==> config.mk <==
export PLATFORM = sky130hd
export DESIGN_NAME = matmul_accel_avmm
export DESIGN_NICKNAME = d
export VERILOG_FILES = /design/src/rtl/matmul_pkg.sv /design/src/rtl/matmul_accel_avmm_mac.sv /design/src/rtl/matmul_accel_avmm.sv
export SDC_FILE = /design/constraint.sdc
export NUM_CORES = 2
export LEC_CHECK = 0
export CELL_PAD_IN_SITES_DETAIL_PLACEMENT = 0
export CELL_PAD_IN_SITES_GLOBAL_PLACEMENT = 1
export CORE_MARGIN = 5
export CORE_UTILIZATION = 50
export CTS_CLUSTER_SIZE = 20
export DETAILED_ROUTE_END_ITERATION = 10
export PLACE_DENSITY_LB_ADDON = 0.1
export SYNTH_ARGS = -nofsm -noshare
export SYNTH_HDL_FRONTEND = slang
export SYNTH_SLANG_ARGS = --single-unit
==> constraint.sdc <==
create_clock -name clk_clk -period 16.9 [get_ports clk_clk]
set_clock_uncertainty 0.15 [all_clocks]
set_input_delay 3.38 -clock clk_clk [delete_from_list [all_inputs] [get_ports clk_clk]]
set_output_delay 3.38 -clock clk_clk [all_outputs]
set_load 0.02 [all_outputs]
==> src/rtl/matmul_pkg.sv <==
// rtl/matmul_pkg.sv - shared encodings, FSM states and saturating truncation for matmul_accel_avmm
package matmul_pkg;

    // Region select carried in the two top bits of the word address.
    typedef enum logic [1:0] {
        RGN_REG = 2'b00,
        RGN_A   = 2'b01,
        RGN_B   = 2'b10,
        RGN_C   = 2'b11
    } region_e;

    localparam int REG_CTRL   = 0;
    localparam int REG_STATUS = 1;
    localparam int REG_DIMS   = 2;

    localparam int CTRL_START  = 0;
    localparam int CTRL_IRQ_EN = 1;
    localparam int CTRL_CLR    = 2;

    localparam int ST_BUSY = 0;
    localparam int ST_DONE = 1;
    localparam int ST_SAT  = 2;
    localparam int ST_ERR  = 3;

    typedef enum logic [2:0] {
        S_IDLE,
        S_RUN,
        S_DRAIN,
        S_WRITE,
        S_DONE
    } state_e;

    typedef struct packed {
        logic [31:0] value;
        logic        clip;
    } sat_res_t;

    // Arithmetic shift right by frac_w (rounds toward -inf), then clamp to a
    // data_w-bit signed range. The accumulator is passed sign-extended to 64 bits
    // so one function serves every parameterisation.
    function automatic sat_res_t sat_trunc(input logic signed [63:0] acc,
                                           input int data_w,
                                           input int frac_w);
        sat_res_t          res;
        logic signed [63:0] r;
        logic signed [63:0] hi;
        logic signed [63:0] lo;
        r  = acc >>> frac_w;
        hi = (64'sd1 <<< (data_w - 1)) - 64'sd1;
        lo = -(64'sd1 <<< (data_w - 1));
        res.clip = 1'b1;
        if (r > hi) begin
            res.value = hi[31:0];
        end else if (r < lo) begin
            res.value = lo[31:0];
        end else begin
            res.value = r[31:0];
            res.clip  = 1'b0;
        end
        return res;
    endfunction

endpackage

==> src/rtl/matmul_accel_avmm_mac.sv <==
// rtl/matmul_accel_avmm_mac.sv - signed multiply-accumulate with saturating truncation output
// Ports:
//   clk, rst_n     : clock, asynchronous active-low reset
//   clr, en        : clear accumulator (wins over en), accumulate a*b
//   a, b           : signed operands, already registered by the buffer read ports
//   result, clip   : accumulator >>> FRAC_W saturated to DATA_W, and clip flag
module matmul_mac
    import matmul_pkg::*;
#(
    parameter int DATA_W = 16,
    parameter int FRAC_W = 8,
    parameter int ACC_W  = 34
) (
    input  logic              clk,
    input  logic              rst_n,
    input  logic              clr,
    input  logic              en,
    input  logic [DATA_W-1:0] a,
    input  logic [DATA_W-1:0] b,
    output logic [DATA_W-1:0] result,
    output logic              clip
);

    logic signed [ACC_W-1:0]    acc;
    logic signed [2*DATA_W-1:0] prod;
    sat_res_t                   sr;
    logic                       unused_bits;

    assign prod = $signed(a) * $signed(b);

    always_ff @(posedge clk or negedge rst_n) begin
        if (!rst_n) begin
            acc <= '0;
        end else if (clr) begin
            acc <= '0;
        end else if (en) begin
            acc <= acc + ACC_W'(prod);
        end
    end

    assign sr          = sat_trunc(64'(acc), DATA_W, FRAC_W);
    assign result      = sr.value[DATA_W-1:0];
    assign clip        = sr.clip;
    assign unused_bits = ^sr.value[31:DATA_W];

endmodule

==> src/rtl/matmul_accel_avmm.sv <==
// rtl/matmul_accel_avmm.sv - Avalon-MM matrix multiply engine C = A*B with runtime dimensions
// Ports:
//   clk_clk, reset_reset_n : clock, asynchronous active-low reset
//   avs_address            : word address, [AW-1:AW-2] region, low bits element/register index
//   avs_write/avs_writedata: register and buffer writes
//   avs_read/avs_readdata  : reads with fixed latency 1, elements sign-extended
//   irq                    : done & irq_en
module matmul_accel_avmm
    import matmul_pkg::*;
#(
    parameter int  N      = 4,
    parameter int  DATA_W = 16,
    parameter int  FRAC_W = 8,
    localparam int IW     = $clog2(N * N),
    localparam int AW     = 2 + IW,
    localparam int ACC_W  = 2 * DATA_W + $clog2(N)
) (
    input  logic          clk_clk,
    input  logic          reset_reset_n,
    input  logic [AW-1:0] avs_address,
    input  logic          avs_write,
    input  logic [31:0]   avs_writedata,
    input  logic          avs_read,
    output logic [31:0]   avs_readdata,
    output logic          irq
);

    localparam logic [7:0] NMAX = 8'(N);

    logic [DATA_W-1:0] a_mem [N*N];
    logic [DATA_W-1:0] b_mem [N*N];
    logic [DATA_W-1:0] c_mem [N*N];

    region_e       region;
    logic [IW-1:0] offset;
    logic          ctrl_wr, dims_wr, a_wr, b_wr, start_req, dims_ok;

    state_e state, state_nxt;
    logic   busy, done, sat, err, irq_en;
    logic [7:0] m_dim, k_dim, p_dim;
    logic [7:0] i_cnt, j_cnt, k_cnt;

    logic [IW-1:0]     a_idx, b_idx, c_idx;
    logic [DATA_W-1:0] a_q, b_q;
    logic              valid_q;
    logic              mac_clr, c_we, clip;
    logic [DATA_W-1:0] mac_result;
    logic              unused_bits;

    assign region    = region_e'(avs_address[AW-1:AW-2]);
    assign offset    = avs_address[IW-1:0];
    assign ctrl_wr   = avs_write && (region == RGN_REG) && (offset == IW'(REG_CTRL));
    assign dims_wr   = avs_write && (region == RGN_REG) && (offset == IW'(REG_DIMS));
    assign a_wr      = avs_write && (region == RGN_A);
    assign b_wr      = avs_write && (region == RGN_B);
    assign start_req = ctrl_wr && avs_writedata[CTRL_START];
    assign dims_ok   = (m_dim != 8'd0) && (m_dim <= NMAX) &&
                       (k_dim != 8'd0) && (k_dim <= NMAX) &&
                       (p_dim != 8'd0) && (p_dim <= NMAX);

    assign a_idx = IW'(i_cnt * N + k_cnt);
    assign b_idx = IW'(k_cnt * N + j_cnt);
    assign c_idx = IW'(i_cnt * N + j_cnt);

    assign irq         = done & irq_en;
    assign unused_bits = ^avs_writedata[31:24];

    always_ff @(posedge clk_clk or negedge reset_reset_n) begin
        if (!reset_reset_n) state <= S_IDLE;
        else                state <= state_nxt;
    end

    always_comb begin
        state_nxt = state;
        mac_clr   = 1'b0;
        c_we      = 1'b0;
        unique case (state)
            S_IDLE: begin
                mac_clr = 1'b1;
                if (start_req && dims_ok) state_nxt = S_RUN;
            end
            S_RUN: begin
                if (k_cnt == k_dim - 8'd1) state_nxt = S_DRAIN;
            end
            S_DRAIN: state_nxt = S_WRITE;
            S_WRITE: begin
                mac_clr = 1'b1;
                c_we    = 1'b1;
                if ((i_cnt == m_dim - 8'd1) && (j_cnt == p_dim - 8'd1)) state_nxt = S_DONE;
                else                                                    state_nxt = S_RUN;
            end
            S_DONE:  state_nxt = S_IDLE;
            default: state_nxt = S_IDLE;
        endcase
    end

    // Row-major walk: k inner, then j, then i.
    always_ff @(posedge clk_clk or negedge reset_reset_n) begin
        if (!reset_reset_n) begin
            i_cnt   <= '0;
            j_cnt   <= '0;
            k_cnt   <= '0;
            valid_q <= 1'b0;
        end else begin
            // A read issued in RUN lands in a_q/b_q one cycle later.
            valid_q <= (state == S_RUN);
            case (state)
                S_IDLE: begin
                    i_cnt <= '0;
                    j_cnt <= '0;
                    k_cnt <= '0;
                end
                S_RUN: k_cnt <= k_cnt + 8'd1;
                S_WRITE: begin
                    k_cnt <= '0;
                    if (j_cnt == p_dim - 8'd1) begin
                        j_cnt <= '0;
                        i_cnt <= i_cnt + 8'd1;
                    end else begin
                        j_cnt <= j_cnt + 8'd1;
                    end
                end
                default: ;
            endcase
        end
    end

    // Later statements take precedence: clr is applied before a same-write start.
    always_ff @(posedge clk_clk or negedge reset_reset_n) begin
        if (!reset_reset_n) begin
            busy   <= 1'b0;
            done   <= 1'b0;
            sat    <= 1'b0;
            err    <= 1'b0;
            irq_en <= 1'b0;
            m_dim  <= '0;
            k_dim  <= '0;
            p_dim  <= '0;
        end else begin
            if ((a_wr || b_wr || dims_wr) && busy) err <= 1'b1;
            if (dims_wr && !busy) begin
                m_dim <= avs_writedata[7:0];
                k_dim <= avs_writedata[15:8];
                p_dim <= avs_writedata[23:16];
            end
            if (ctrl_wr) begin
                irq_en <= avs_writedata[CTRL_IRQ_EN];
                if (avs_writedata[CTRL_CLR]) begin
                    done <= 1'b0;
                    sat  <= 1'b0;
                    err  <= 1'b0;
                end
            end
            if ((state == S_IDLE) && start_req) begin
                if (!dims_ok) begin
                    err <= 1'b1;
                end else begin
                    busy <= 1'b1;
                    done <= 1'b0;
                    sat  <= 1'b0;
                end
            end
            if ((state == S_WRITE) && clip) sat <= 1'b1;
            if (state == S_DONE) begin
                busy <= 1'b0;
                done <= 1'b1;
            end
        end
    end

    // Buffers: bus writes A/B and reads all three; the engine reads A/B and writes C.
    always_ff @(posedge clk_clk) begin
        if (a_wr && !busy) a_mem[offset] <= avs_writedata[DATA_W-1:0];
        if (b_wr && !busy) b_mem[offset] <= avs_writedata[DATA_W-1:0];
        if (c_we)          c_mem[c_idx]  <= mac_result;
        a_q <= a_mem[a_idx];
        b_q <= b_mem[b_idx];
    end

    always_ff @(posedge clk_clk or negedge reset_reset_n) begin
        if (!reset_reset_n) begin
            avs_readdata <= '0;
        end else if (avs_read) begin
            unique case (region)
                RGN_REG: begin
                    if (offset == IW'(REG_CTRL))
                        avs_readdata <= {30'd0, irq_en, 1'b0};
                    else if (offset == IW'(REG_STATUS))
                        avs_readdata <= {28'd0, err, sat, done, busy};
                    else if (offset == IW'(REG_DIMS))
                        avs_readdata <= {8'd0, p_dim, k_dim, m_dim};
                    else
                        avs_readdata <= '0;
                end
                RGN_A:   avs_readdata <= 32'($signed(a_mem[offset]));
                RGN_B:   avs_readdata <= 32'($signed(b_mem[offset]));
                RGN_C:   avs_readdata <= 32'($signed(c_mem[offset]));
                default: avs_readdata <= '0;
            endcase
        end
    end

    matmul_mac #(
        .DATA_W (DATA_W),
        .FRAC_W (FRAC_W),
        .ACC_W  (ACC_W)
    ) u_mac (
        .clk    (clk_clk),
        .rst_n  (reset_reset_n),
        .clr    (mac_clr),
        .en     (valid_q),
        .a      (a_q),
        .b      (b_q),
        .result (mac_result),
        .clip   (clip)
    );

endmodule

==> results.md <==
- Status: completed
- Routed wire per std cell: between 20 and 30 microns
- Initial Util: 0.503
- #FFs+latches synth: ~920
- Vias in the first global route: about 31000
- Ys async rst share: 0.127
- Post-route minimum period: between 7000 and 8000 ps
- EDFF count, synth: between 700 and 800
- Worst-path cell chain: nand2_1 -> inv_1 -> fa_1 -> fa_1 -> inv_1 -> fa_1 -> inv_1 -> fa_1 -> fa_1 -> inv_1 -> fa_1 -> inv_1 -> ha_1 -> nand3_1 -> or2_2 -> a2111oi_4 -> o211ai_1 -> a2111oi_0 -> or3_1 -> nand3_1 -> a21oi_1
- Crit Path Category: reg2reg
- Worst endpoint data arrival time: ~7700 ps
- I/O pins: 75
- Distinct cell type count after synthesis: 66
- Synth-to-Final Area Change: 11.0%
- Final setup viols: 0
- Final hold vios: 0
- Critical Path RT: ~17000 ps
- Mapped Cells: between 3000 and 4000
- Max-slew headroom: 0.0866
- Core area: approximately 100000 sq um
- Final global-route overflow total: 0
- Stages on worst setup path: 21
- Final period utilization: 0.431
- Hold path depth: 2
- Initial antenna violation count: 2
- Largest cells by area after synthesis: edfxtp_1 (45%), mux4_2 (18%), fa_1 (12%)
- FP Rows: roughly 120
- Antenna Nets Post-Route: 0
- Commonest cells after routing, fill and taps aside: edfxtp_1 (768), mux4_2 (400), inv_1 (359), fa_1 (305), nand2_1 (196)
- Die area: roughly 110000 sq um
- Most used DFF post-synth: edfxtp_1
- Leading cell type in the layout, fill and taps excluded: edfxtp_1
- Gpl congestion: ~0.85
- CTS tree: yes
- Setup TNS: 0 ps
- Post-CTS sizing: 0
- Routed WL: 133 mm
- Critical Path Sink Type: register
- Final nets: ~3800
- Die W: between 300 and 400 microns
- Mean post-synth cell area: roughly 16 sq um
- DP HPWL: 88.1 mm
- Bufs and invs on worst path: 5
- Initial DRC Count: between 2000 and 2500
- Worst-path clk slew: about 60 ps
- Chip height: 330 microns
- CP max FO: 16
- CTS root buf: clkbuf_16
- Share of cells above drive strength 1: 0.216
- First-pass GRT wire length: around 200 mm
- # DRC: 0
- Register area share after synthesis: 0.520
- Pre-antenna DRT Iters: 5
- Worst slew pin tran: between 1000 and 1500 ps
- Yosys top cell by area: edfxtp_1
- Clock tree sinks: between 900 and 1000
- CTS Buf Count: a little under 100
- Critical Path Max Stage Delay: ~860 ps
- Synthesized area: between 50000 and 60000 sq um
- Vias/cell: just under 6
- Fmax: between 100 and 150 MHz
- RSZ-0062 raised after global routing: no
- Most frequent CP cell: fa_1
- CTS H-tree depth: 3
- Final Max Slew Viols: 0
- Synth warn: 0
- Area share of the largest cell type after synthesis: 0.451
- Largest net degree at the start of global routing: about 110
- Tot GR Track Use: 0.251
- Worst-skew pair later-pin latency: around 700 ps
- Hold WC Path Type: reg2reg
- Crit start category: register
- Clock tree buffer depth: 3
- Reg2Reg Depth: 21
- Hold buffers post-CTS: 0
- Slowest-stage cell, CP: dfxtp_1
- Top delay family on crit path: adder cells
- # Post-CTS Setup Buffers: 0
- DR vias: ~29000
- Maxcap violations: 0
- Synth Net Count: between 3000 and 4000
- Number of port buffers: 66
-- state kept, by name (all words and copies together) (netlist names), 8 cells and up --
signal / count
a_mem: 256
b_mem: 256
c_mem: 256
u_mac.acc: 34
avs_readdata: 25
a_q: 16
b_q: 16
i_cnt: 8
j_cnt: 8
k_cnt: 8
k_dim: 8
m_dim: 8
p_dim: 8
-- cell families (layout without fill, tap and decap cells) --
group / count (synthesis) / count (layout) / synth area share
xor gates and xnor gates: 92 / 92 / 0.0157
DFF: 916 / 916 / 0.520
muxes: 471 / 471 / 0.191
and+or+nand+nor: 651 / 651 / 0.0614
other: 0 / 1 / 0
buffers and inverters: 536 / 681 / 0.0410
adders and majority gates: 419 / 419 / 0.147
AOI/OAI and AO/OA: 190 / 190 / 0.0238
-- final timing paths --
path | endpoint | slack, ps | start
max | u_mac.acc[27]$_DFFE_PN0P_ | 9620 | b_q[1]$_DFF_P_
min | err$_DFF_PN0_ | 370 | err$_DFF_PN0_
max reg2reg | u_mac.acc[27]$_DFFE_PN0P_ | 9620 | b_q[1]$_DFF_P_
min reg2reg | err$_DFF_PN0_ | 370 | err$_DFF_PN0_
max in group asynchronous | j_cnt[0]$_DFFE_PN0N_ | 12470 | reset_reset_n
min in group asynchronous | u_mac.acc[0]$_DFFE_PN0P_ | 2460 | reset_reset_n
-- per-stage QoR --
| step | instances | util | hold WS (ps) | worst slack [ps] | cell area, sq um |
|---|---|---|---|---|---|
| after floorplan | 3275 | - | 321 | 10210 | 51200 |
| after global placement | 4610 | 0.527 | 341 | 8810 | 53600 |
| after detailed placement | 4610 | 0.527 | 363 | 8850 | 53600 |
| after CTS | 4788 | 0.558 | 377 | 9520 | 56800 |
| after global routing | 4788 | 0.558 | 411 | 9180 | 56800 |
| final | 4789 | 0.558 | 374 | 9620 | 56800 |
-- layer usage --
metal | vias to the layer above | GRT usage | wire length, microns | part of all wire
met5 | - | 0 | 0 | 0
met2 | 1022 | 0.416 | 66000 | 0.50
met4 | 0 | 0.0623 | 3110 | 0.023
met3 | 176 | 0.0426 | 9490 | 0.071
li1 | 12100 | - | - | -
met1 | 15200 | 0.353 | 54700 | 0.41
-- final cells by class --
type / count / area (sq um)
inverters: 359 / 1350
repair buffers: 144 / 1250
multi-input cells: 1823 / 22700
clock buffers: 137 / 2740
diodes: 1 / 2.50
well taps: 1368 / 1710
flip-flops and latches: 916 / 26600
fillers: 7991 / 44900
clock inverters: 41 / 485
-- cells in the mapped netlist, types with 11 or more instances --
master / instances
edfxtp_1: 768
nand3_1: 18
fa_1: 305
dfxtp_1: 32
buf_4: 11
mux2_2: 43
nand2b_1: 22
a21o_1: 18
buf_2: 29
and2_1: 124
inv_1: 359
xnor2_1: 57
xor2_1: 35
clkbuf_1: 119
mux2i_1: 28
nand4_1: 11
ha_1: 114
o21ai_0: 39
mux4_2: 400
a21oi_1: 63
dfrtp_1: 116
nor2_1: 180
nor3_1: 24
nor2b_1: 20
buf_1: 17
a31oi_1: 18
nand2_1: 196
and3_1: 11
-- worst min-delay path: stages (launching register included) --
cell	delay, ps
dfrtp_1	350
o21ai_0	90
nand2_1	50
Power is left out: the tool's default activity adds up to more than one toggle a clock period on the data nets, which glitch-free logic cannot reach.
